**src/rtl/one_hot_decoder_stream.sv**
```systemverilog
// Purpose: registered one-hot to binary index decoder with malformed-code flag and saturating error count.
// Latency: exactly 1 cycle from input accept to valid_o.
// Backpressure: ready_o = !valid_o || ready_i; a held output beat stalls the input, and no beat is dropped.
//
// Ports:
//   clk_i, rst_ni       clock (rising edge) and asynchronous active-low reset
//   code_i/valid_i      input beat; ready_o signals that the beat is accepted this cycle
//   value_o/err_o       decoded index and malformed flag; qualified by valid_o, consumed on ready_i
//   clr_err_i           synchronous clear of err_cnt_o (wins over a simultaneous increment)
//   err_cnt_o           saturating count of accepted malformed beats
module one_hot_decoder_stream #(
    parameter int INPUT_WIDTH   = 16,
    parameter int OUTPUT_WIDTH  = $clog2(INPUT_WIDTH),
    parameter int ERR_CNT_WIDTH = 8
) (
    input  logic                     clk_i,
    input  logic                     rst_ni,
    input  logic [INPUT_WIDTH-1:0]   code_i,
    input  logic                     valid_i,
    output logic                     ready_o,
    output logic [OUTPUT_WIDTH-1:0]  value_o,
    output logic                     err_o,
    output logic                     valid_o,
    input  logic                     ready_i,
    input  logic                     clr_err_i,
    output logic [ERR_CNT_WIDTH-1:0] err_cnt_o
);

    logic                     valid_q, valid_d;
    logic [OUTPUT_WIDTH-1:0]  value_q, value_d;
    logic                     err_q, err_d;
    logic [ERR_CNT_WIDTH-1:0] cnt_q, cnt_d;

    logic                     accept;
    logic                     out_hs;
    logic [OUTPUT_WIDTH-1:0]  dec_idx;
    logic                     dec_err;

    assign ready_o = !valid_q || ready_i;
    assign accept  = valid_i && ready_o;
    assign out_hs  = valid_q && ready_i;

    // Scanning from the top down leaves the lowest set index in dec_idx,
    // which is the reported index for multi-hot codes.
    always_comb begin
        dec_idx = '0;
        for (int i = INPUT_WIDTH - 1; i >= 0; i--) begin
            if (code_i[i]) begin
                dec_idx = OUTPUT_WIDTH'(i);
            end
        end
        // code & (code-1) clears the lowest set bit; anything left means multi-hot.
        dec_err = (code_i == '0) ||
                  ((code_i & (code_i - INPUT_WIDTH'(1))) != '0);
    end

    always_comb begin
        valid_d = valid_q;
        value_d = value_q;
        err_d   = err_q;
        cnt_d   = cnt_q;

        if (accept) begin
            valid_d = 1'b1;
            value_d = dec_idx;
            err_d   = dec_err;
        end else if (out_hs) begin
            valid_d = 1'b0;
        end

        if (clr_err_i) begin
            cnt_d = '0;
        end else if (accept && dec_err && (cnt_q != '1)) begin
            cnt_d = cnt_q + ERR_CNT_WIDTH'(1);
        end
    end

    always_ff @(posedge clk_i or negedge rst_ni) begin
        if (!rst_ni) begin
            valid_q <= 1'b0;
            value_q <= '0;
            err_q   <= 1'b0;
            cnt_q   <= '0;
        end else begin
            valid_q <= valid_d;
            value_q <= value_d;
            err_q   <= err_d;
            cnt_q   <= cnt_d;
        end
    end

    assign valid_o   = valid_q;
    assign value_o   = value_q;
    assign err_o     = err_q;
    assign err_cnt_o = cnt_q;

endmodule

```
**config.mk**
```make
export PLATFORM = sky130hd
export DESIGN_NAME = one_hot_decoder_stream
export DESIGN_NICKNAME = d
export VERILOG_FILES = /design/src/rtl/one_hot_decoder_stream.sv
export SDC_FILE = /design/constraint.sdc
export NUM_CORES = 1
export LEC_CHECK = 0
export BUFFER_PORTS_ARGS = -buffer_cell sky130_fd_sc_hd__buf_4
export CORE_UTILIZATION = 40
export CTS_CLUSTER_DIAMETER = 200
export DETAILED_ROUTE_END_ITERATION = 8
export GPL_TIMING_DRIVEN = 0
export PLACE_DENSITY = 0.66
export SYNTH_ARGS = -nofsm -noshare
export SYNTH_HDL_FRONTEND = slang
export SYNTH_SLANG_ARGS = --single-unit
```
**constraint.sdc**
```tcl
create_clock -name clk_i -period 4.1 [get_ports clk_i]
set_clock_uncertainty 0.05 [all_clocks]
set_input_delay 0.615 -clock clk_i [delete_from_list [all_inputs] [get_ports clk_i]]
set_output_delay 0.615 -clock clk_i [all_outputs]
set_load 0.1 [all_outputs]
```
# Word-level counts from Yosys, hierarchy flattened
# Index checks and enable logic that the tools add are counted.
# op_classes
n_addsub,2
magnitude_cmp,0
mux,20
shifts,0
n_div,0
multipliers,0
reduce_logical,11
bitwise,1
eq_ne,1
# ops
operator,count
$mux 4,16
$and 16x16->16,1
$logic_not 16->1,1
$mux 8,2
$reduce_bool 16->1,1
$sub 16x1->16 const B,1
$add 8x1->8 const B,1
$ne 8x8->1 const B,1
$logic_and 1x1->1,4
$reduce_bool 2->1,2
$logic_or 1x1->1,2
$mux 1,2
$logic_not 1->1,1
# totals
mem_count,0
out_inout_bits,15
latchBits,0
regBits,14
ramBits,0
word_cells,39
rom_bits,0

# Longest topological paths before layout
# Gate-level depths: netlist (run 1).
# depth
ltp_word,16
depth_mapped,8
ltp_nobuf,6

# Worst setup path after synthesis (run 1)
# OpenSTA, ideal clock, no wires.
# synth_timing
path_kind,register to register
start,register valid_q (netlist: valid_o)
end,register cnt_q[5] (netlist: err_cnt_o[5])
arrival_ns,3.015
setup_ns,0.128
stages_incl_launch_ff,8
synth_period_minus_slack_ns,3.193
path_slack_ns,0.907
cell_sequence,dfrtp_1 nand2b_1 nand2_1 clkbuf_1 a41oi_1 nand4_1 nor3b_1 mux2_1
# synth_via
elab_chain_len,6
# synth_rtl
element,line,text
start: declaration,29,"logic valid_q, valid_d;"
start signal: assignment,85,valid_q <= valid_d;
$logic_not 1->1,39,assign ready_o = !valid_q || ready_i;
$logic_or 1x1->1,39,
named net ready_o,20,"output logic ready_o,"
$logic_and 1x1->1,40,assign accept = valid_i && ready_o;
$logic_and 1x1->1 (2 in a row),73,end else if (accept && dec_err && (cnt_q != '1)) begin
$reduce_bool 2->1 (no line),n/a,
end signal: assignment,88,cnt_q <= cnt_d;
end: declaration,32,"logic [ERR_CNT_WIDTH-1:0] cnt_q, cnt_d;"
# The timed path passes the listed nets, and every way through them passes these cells.
# A chain may end at the register's enable or synchronous reset.

# Worst setup path after layout (run 1)
# layout_timing
start,input port code_i[3]
end,register cnt_q[6] (netlist: err_cnt_o[6])
# layout_via
elab_chain_len,7
# layout_rtl
element,line,text
start: declaration,18,"input logic [INPUT_WIDTH-1:0] code_i,"
$sub 16x1->16,54,((code_i & (code_i - INPUT_WIDTH'(1))) != '0);
$and 16x16->16,54,
$reduce_bool 16->1,54,
$logic_or 1x1->1 (*),53,dec_err = (code_i == '0) ||
$logic_and 1x1->1 (*) (2 in a row),73,
$reduce_bool 2->1 (no line) (*),n/a,
# Mark *: on every way between the ends. The rest lies on a longest branch, timed or not.

==> out/metrics.yaml, run 1 <==
outcome:
  status: "completed"
min_path:
  min_path_type: "in2async"
sta:
  worstMarginPinSlew_ps: 440
  period_minus_slack_ps: 2680
  max_slew_margin_pct: 70.7
  setup-tns-final_ps: 0
  finalHoldViolations: 0
  drv_slew: 0
  finalCritPeriodShare_pct: 65.3
  fmax_ghz: 0.374
  timing.final.ws_setup_ps: 1420
  hold_ws_ps: 121
  finalSetupViolations: 0
  rsz0062_at_grt: "no"
placement:
  dp.cells: 182
  place_ws_ps: 1130
  place_congestion: 0.750
  placed_area_mm2: 0.00133
  dp_hpwl_mm: 1.92
  portBuffers: 35
run:
  cap_violations: 0
cells_and_area:
  drive_above_1_share_pct: 30.3
  areaGrowthSynthToFinish_pct: 31.3
  fin_area_mm2: 0.00135
  post-route-util_pct: 55.1
  final_net_count: 179
  n_antenna_cell: 0
  instances_no_fill: 185
logic_synthesis:
  syn_inst: 117
  yosysTopAreaCell: "dfrtp_1"
  ys_warn_count: 0
  synth-edff-count: 0
  yosysUniqueCellTypes: 43
  netlist.area_leader.share_pct: 34.0
  synth_nets: 139
  synth_ff_type: "dfrtp_1"
  ys_seq_elements: 14
  synthTopCellsByArea: "dfrtp_1 (34%), nor2_1 (4.4%), a211oi_1 (3.6%)"
  yosysMostFrequentCell: "dfrtp_1"
  synthTopCellsByCount: "dfrtp_1 (14), nor2_1 (12), a21oi_1 (7)"
  synthArstFlopShare_pct: 100
  synth-seq-area-share_pct: 34.0
  avgSynthCellArea_um2: 8.81
  netlist_area_mm2: 0.00103
routing:
  wl_per_cell_um: 13.5
  routed_wl_mm: 2.49
  dr_total_vias: 1060
  drt_iter0_drc: 18
  vias_per_cell: 5.73
  firstDrtPassIters: 4
  antenna_left: 0
  route.detailed.drc: 0
clocking:
  clk_pin_slew_worst_paths_ps: 80
  h-tree-depth: 1
  cts_root_buf: "clkbuf_4"
  cts_buffers: 3
  ctsHoldBuffers: 0
  cts_tree: "done"
  clk_latency_ps: 280
  cts_max_path_buffers: 2
  cts_setup_buffers: 0
  ctsResizeCount: 0
  cts.sinks: 14
die:
  die_h_um: 52.8
  die_area_mm2: 0.00278
  core_area_mm2: 0.00245
  initial_core_util_pct: 42.0
  io_pins: 36
  fp-row-count: 18
  chipWidth_um: 52.8
worst_setup_path:
  endpoint: "err_cnt_o[6]"
  cp_num_buf_inv: 3
  path_class: "in2reg"
  r2r_slack_ps: 1960
  cp_num_cells: 9
  cp.arrival_ps: 2790
  slowest_delay_ps: 530
  rr_endpoint: "err_cnt_o[5]"
  slowest_stage: "or4_4"
  worst_r2r_path_depth: 7
  reg2reg_from: "valid_o"
  path_common_cell: "buf_6"
  worst_setup_path_start_kind: "primary input"
  critPathRequiredTime_ps: 4220
  worst_setup_path_end_kind: "flip-flop"
  path_delay_family: "simple AND/OR/NAND/NOR gates"
  crit_chain: "buf_4 -> or4_4 -> buf_6 -> a2111oi_1 -> o22a_1 -> and4bb_4 -> buf_6 -> nor3_1 -> mux2_1"
  cp_max_fo: 10
  worstSetupStartpoint: "code_i[3]"
global_routing:
  grt_pass1_wl_mm: 3.89
  grt_pass1_vias: 896
  gr-total-overflow: 0
  grt_max_degree: 15
  grt_antenna_before_repair: 0
  grt_usage_pct: 19.4
power:
  power_density_mw_per_mm2: 257
  irDropWorstVdd_mv: 0.187
  p_leak_nw: 0.601
  total_power_mw: 0.348
[cells by family after synthesis]
kind of cell,after synthesis,synth area share [%]
buffers and inverters,8,4.49
adder cells (fa/ha/maj),1,1.21
multiplexers,4,4.37
AND/OR/NAND/NOR,54,31.7
XOR/XNOR,1,0.850
AO/OA/AOI/OAI,35,23.4
flip-flops,14,34.0
[flip-flops by register name, indices dropped and copies added, names as in the netlist]
| register | flops |
|---|---|
| valid_o | 1 |
| value_o | 4 |
| err_o | 1 |
| err_cnt_o | 8 |
[metal layers]
| metal | vias up | wire [um] | GRT usage [%] |
|---|---|---|---|
| met5 | - | 0 | 0 |
| met4 | 0 | 27 | 5.26 |
| met3 | 4 | 99 | 4.35 |
| met2 | 24 | 1170 | 33.3 |
| met1 | 503 | 1190 | 24.0 |
| li1 | 529 | - | - |
[cell type report]
| type | count | area, um^2 |
|---|---|---|
| clock buffers | 3 | 22.5 |
| inverters | 2 | 7.51 |
| multi-input cells | 95 | 634 |
| flip-flops and latches | 14 | 350 |
| repair buffers | 35 | 263 |
| well taps | 30 | 37.5 |
| plain buffers | 6 | 38.8 |
| fillers | 252 | 1100 |
[worst reg2reg max path, stage by stage (launching register included)]
cell and delay [ps]:
dfrtp_1 380, nand2b_1 150, nand2_1 100, clkbuf_1 220, a41oi_1 300, nand4_1 180
nor3b_1 300, mux2_1 350
[report_power, final]
group | internal, mW | switching [mW] | leakage (nW)
Clock | 0.0341 | 0.0419 | 0.0138
Sequential | 0.144 | 0.00451 | 0.185
Combinational | 0.0372 | 0.0864 | 0.402
Total | 0.215 | 0.133 | 0.601
[worst min-delay path by stage]
stage                     depth (start not counted)            to  startpoint  slack [ps]
after floorplan                                   0  err_cnt_o[0]      rst_ni         270
after global placement                            1  err_cnt_o[4]      rst_ni         420
after detailed placement                          2         err_o       err_o         420
after CTS                                         1  err_cnt_o[2]      rst_ni         120
after global routing                              1  err_cnt_o[1]      rst_ni         120
final                                             1  err_cnt_o[2]      rst_ni         120
[layout by cell type (no fill, tap or decap), types with 2 or more instances in the layout]
cell type,synthesis,final
a21oi_1,7,7
nand4_1,3,3
or4_1,2,2
nor4_1,2,2
buf_4,0,35
dfrtp_1,14,14
a31oi_1,2,2
nand2_1,6,6
o41ai_1,2,2
a211oi_1,5,5
clkbuf_1,3,3
clkbuf_4,0,3
inv_1,2,2
nor2b_1,5,5
or4_4,2,2
o21ai_0,6,6
mux2_1,3,3
o31ai_1,3,3
or3_1,4,4
nor3_1,6,6
nor2_1,12,12
nand2b_1,3,3
o21bai_1,2,2
buf_6,2,2
(Power assumes the default switching activity.)
==> run 2, diff against run 1 <==
Settings changed: PLACE_DENSITY 0.66 to 0.69.
Clock period 4.1 ns to 2.4 ns, I/O delays scaled along.
==> out/metrics.yaml, run 2 (synthesis gave the netlist of run 1 again) <==
clocking:
  clk_latency_ps: 280
  cts_root_buf: "clkbuf_4"
  cts_setup_buffers: 0
  cts_tree: "done"
  clk_pin_slew_worst_paths_ps: 90
  cts_max_path_buffers: 2
  cts_buffers: 3
  cts.sinks: 14
  h-tree-depth: 1
outcome:
  status: "completed"
routing:
  dr_total_vias: 1071
  routed_wl_mm: 2.48
  firstDrtPassIters: 4
  drt_iter0_drc: 11
  vias_per_cell: 5.73
  route.detailed.drc: 0
  antenna_left: 0
  wl_per_cell_um: 13.3
global_routing:
  grt_antenna_before_repair: 0
  grt_max_degree: 15
  grt_pass1_vias: 875
  grt_pass1_wl_mm: 3.99
  grt_usage_pct: 19.7
  gr-total-overflow: 0
power:
  p_leak_nw: 0.620
  power_density_mw_per_mm2: 451
  irDropWorstVdd_mv: 0.336
sta:
  period_minus_slack_ps: 2350
  finalCritPeriodShare_pct: 98.0
  hold_ws_ps: 242
  finalSetupViolations: 0
  fmax_ghz: 0.425
  worstMarginPinSlew_ps: 412
  finalHoldViolations: 0
  setup-tns-final_ps: 0
  max_slew_margin_pct: 72.5
  drv_slew: 0
placement:
  place_congestion: 0.865
  dp.cells: 182
  dp_hpwl_mm: 1.94
  portBuffers: 35
cells_and_area:
  multi_input_area_um2: 669
  final_net_count: 180
  fill_cells: 223
  final_common_cell: "buf_4"
  largest_reg_flops: 8
  areaGrowthSynthToFinish_pct: 37.3
  instances_no_fill: 187
  drive_above_1_share_pct: 35.7
  n_antenna_cell: 0
  seqCellArea_um2: 353
  final_cell_mix: "buf_4 (35), nor2_1 (12), dfrtp_1 (12), a21oi_1 (7)"
die:
  die_h_um: 52.8
  chipWidth_um: 52.8
  core_area_mm2: 0.00245
  initial_core_util_pct: 42.0
  fp-row-count: 18
  io_pins: 36
  die_area_mm2: 0.00278
min_path:
  min_path_type: "in2reg"
worst_setup_path:
  cp_max_fo: 10
  path_class: "in2reg"
  critPathRequiredTime_ps: 2510
  worst_setup_path_start_kind: "primary input"
  worst_setup_path_end_kind: "flip-flop"
  cp.arrival_ps: 2460
run:
  cap_violations: 0
[run 2: cell count changes in the layout (fill, tap and decap cells not counted), sizes merged]
cell | before | now
dlygate4sd3 | 0 | 1
clkbuf | 6 | 7
[run 2: worst paths after layout]
kind                            startpoint      endpoint  slack (ps)  cells after the start
worst max-delay path             code_i[3]  err_cnt_o[6]          50                      9
worst min-delay path               valid_i       valid_o         240                      2
worst max register to register     valid_o  err_cnt_o[5]         350                      7
worst min register to register  value_o[2]    value_o[2]         450                      2
max in group asynchronous           rst_ni  err_cnt_o[3]        1690                      2
min in group asynchronous           rst_ni  err_cnt_o[2]         420                      2
[run 2: timing repair]
| action | 4_1_cts | 5_1_grt |
|---|---|---|
| endpoints found under the setup margin | 0 | 1 |
| gates resized for setup | 0 | 5 |
| hold buffers | 1 | 0 |
| endpoints found under the hold margin | 14 | 0 |
[run 2: area by class of cell]
type | instances | area share [%]
Inverter | 2 | 0.531
Clock buffer | 4 | 2.56
Sequential cell | 14 | 24.9
Timing Repair Buffer | 36 | 19.3
Multi-Input combinational cell | 95 | 47.3
Buffer | 6 | 2.74
Tap cell | 30 | 2.65
[run 2: power breakdown]
| part | switching, mW | internal [mW] | total (mW) |
|---|---|---|---|
| registers | 0.00866 | 0.246 | 0.255 |
| clock network | 0.0747 | 0.0923 | 0.167 |
| logic | 0.150 | 0.0664 | 0.216 |
[run 2: layer usage]
| layer | GRT usage [%] | vias to the layer above | wire [um] | share of wire (%) |
|---|---|---|---|---|
| met5 | 0 | - | 0 | 0 |
| met4 | 3.95 | 0 | 14 | 0.56 |
| met3 | 5.22 | 2 | 93 | 3.7 |
| met2 | 31.0 | 29 | 1180 | 47 |
| met1 | 26.7 | 505 | 1200 | 48 |
| li1 | - | 535 | - | - |
[run 2: through the flow]
step           setup WS (ps)  area [um^2]  power [mW]  utilization (%)
3_3_place_gp            -255         1340       0.468             54.6
5_1_grt                -12.3         1420       0.676             57.6
3_5_place_dp            -277         1340       0.473             54.6
4_1_cts                 18.1         1390       0.643             56.5
6_report                48.4         1420       0.639             57.6
2_1_floorplan          -9.09         1040       0.397                -
[run 2: critical path: stages]
cell and delay [ps]:
buf_4 130, or4_4 520, buf_6 160, a2111oi_2 300
o22a_1 200, and4bb_4 280, buf_6 140, nor3_2 50
mux2_1 310
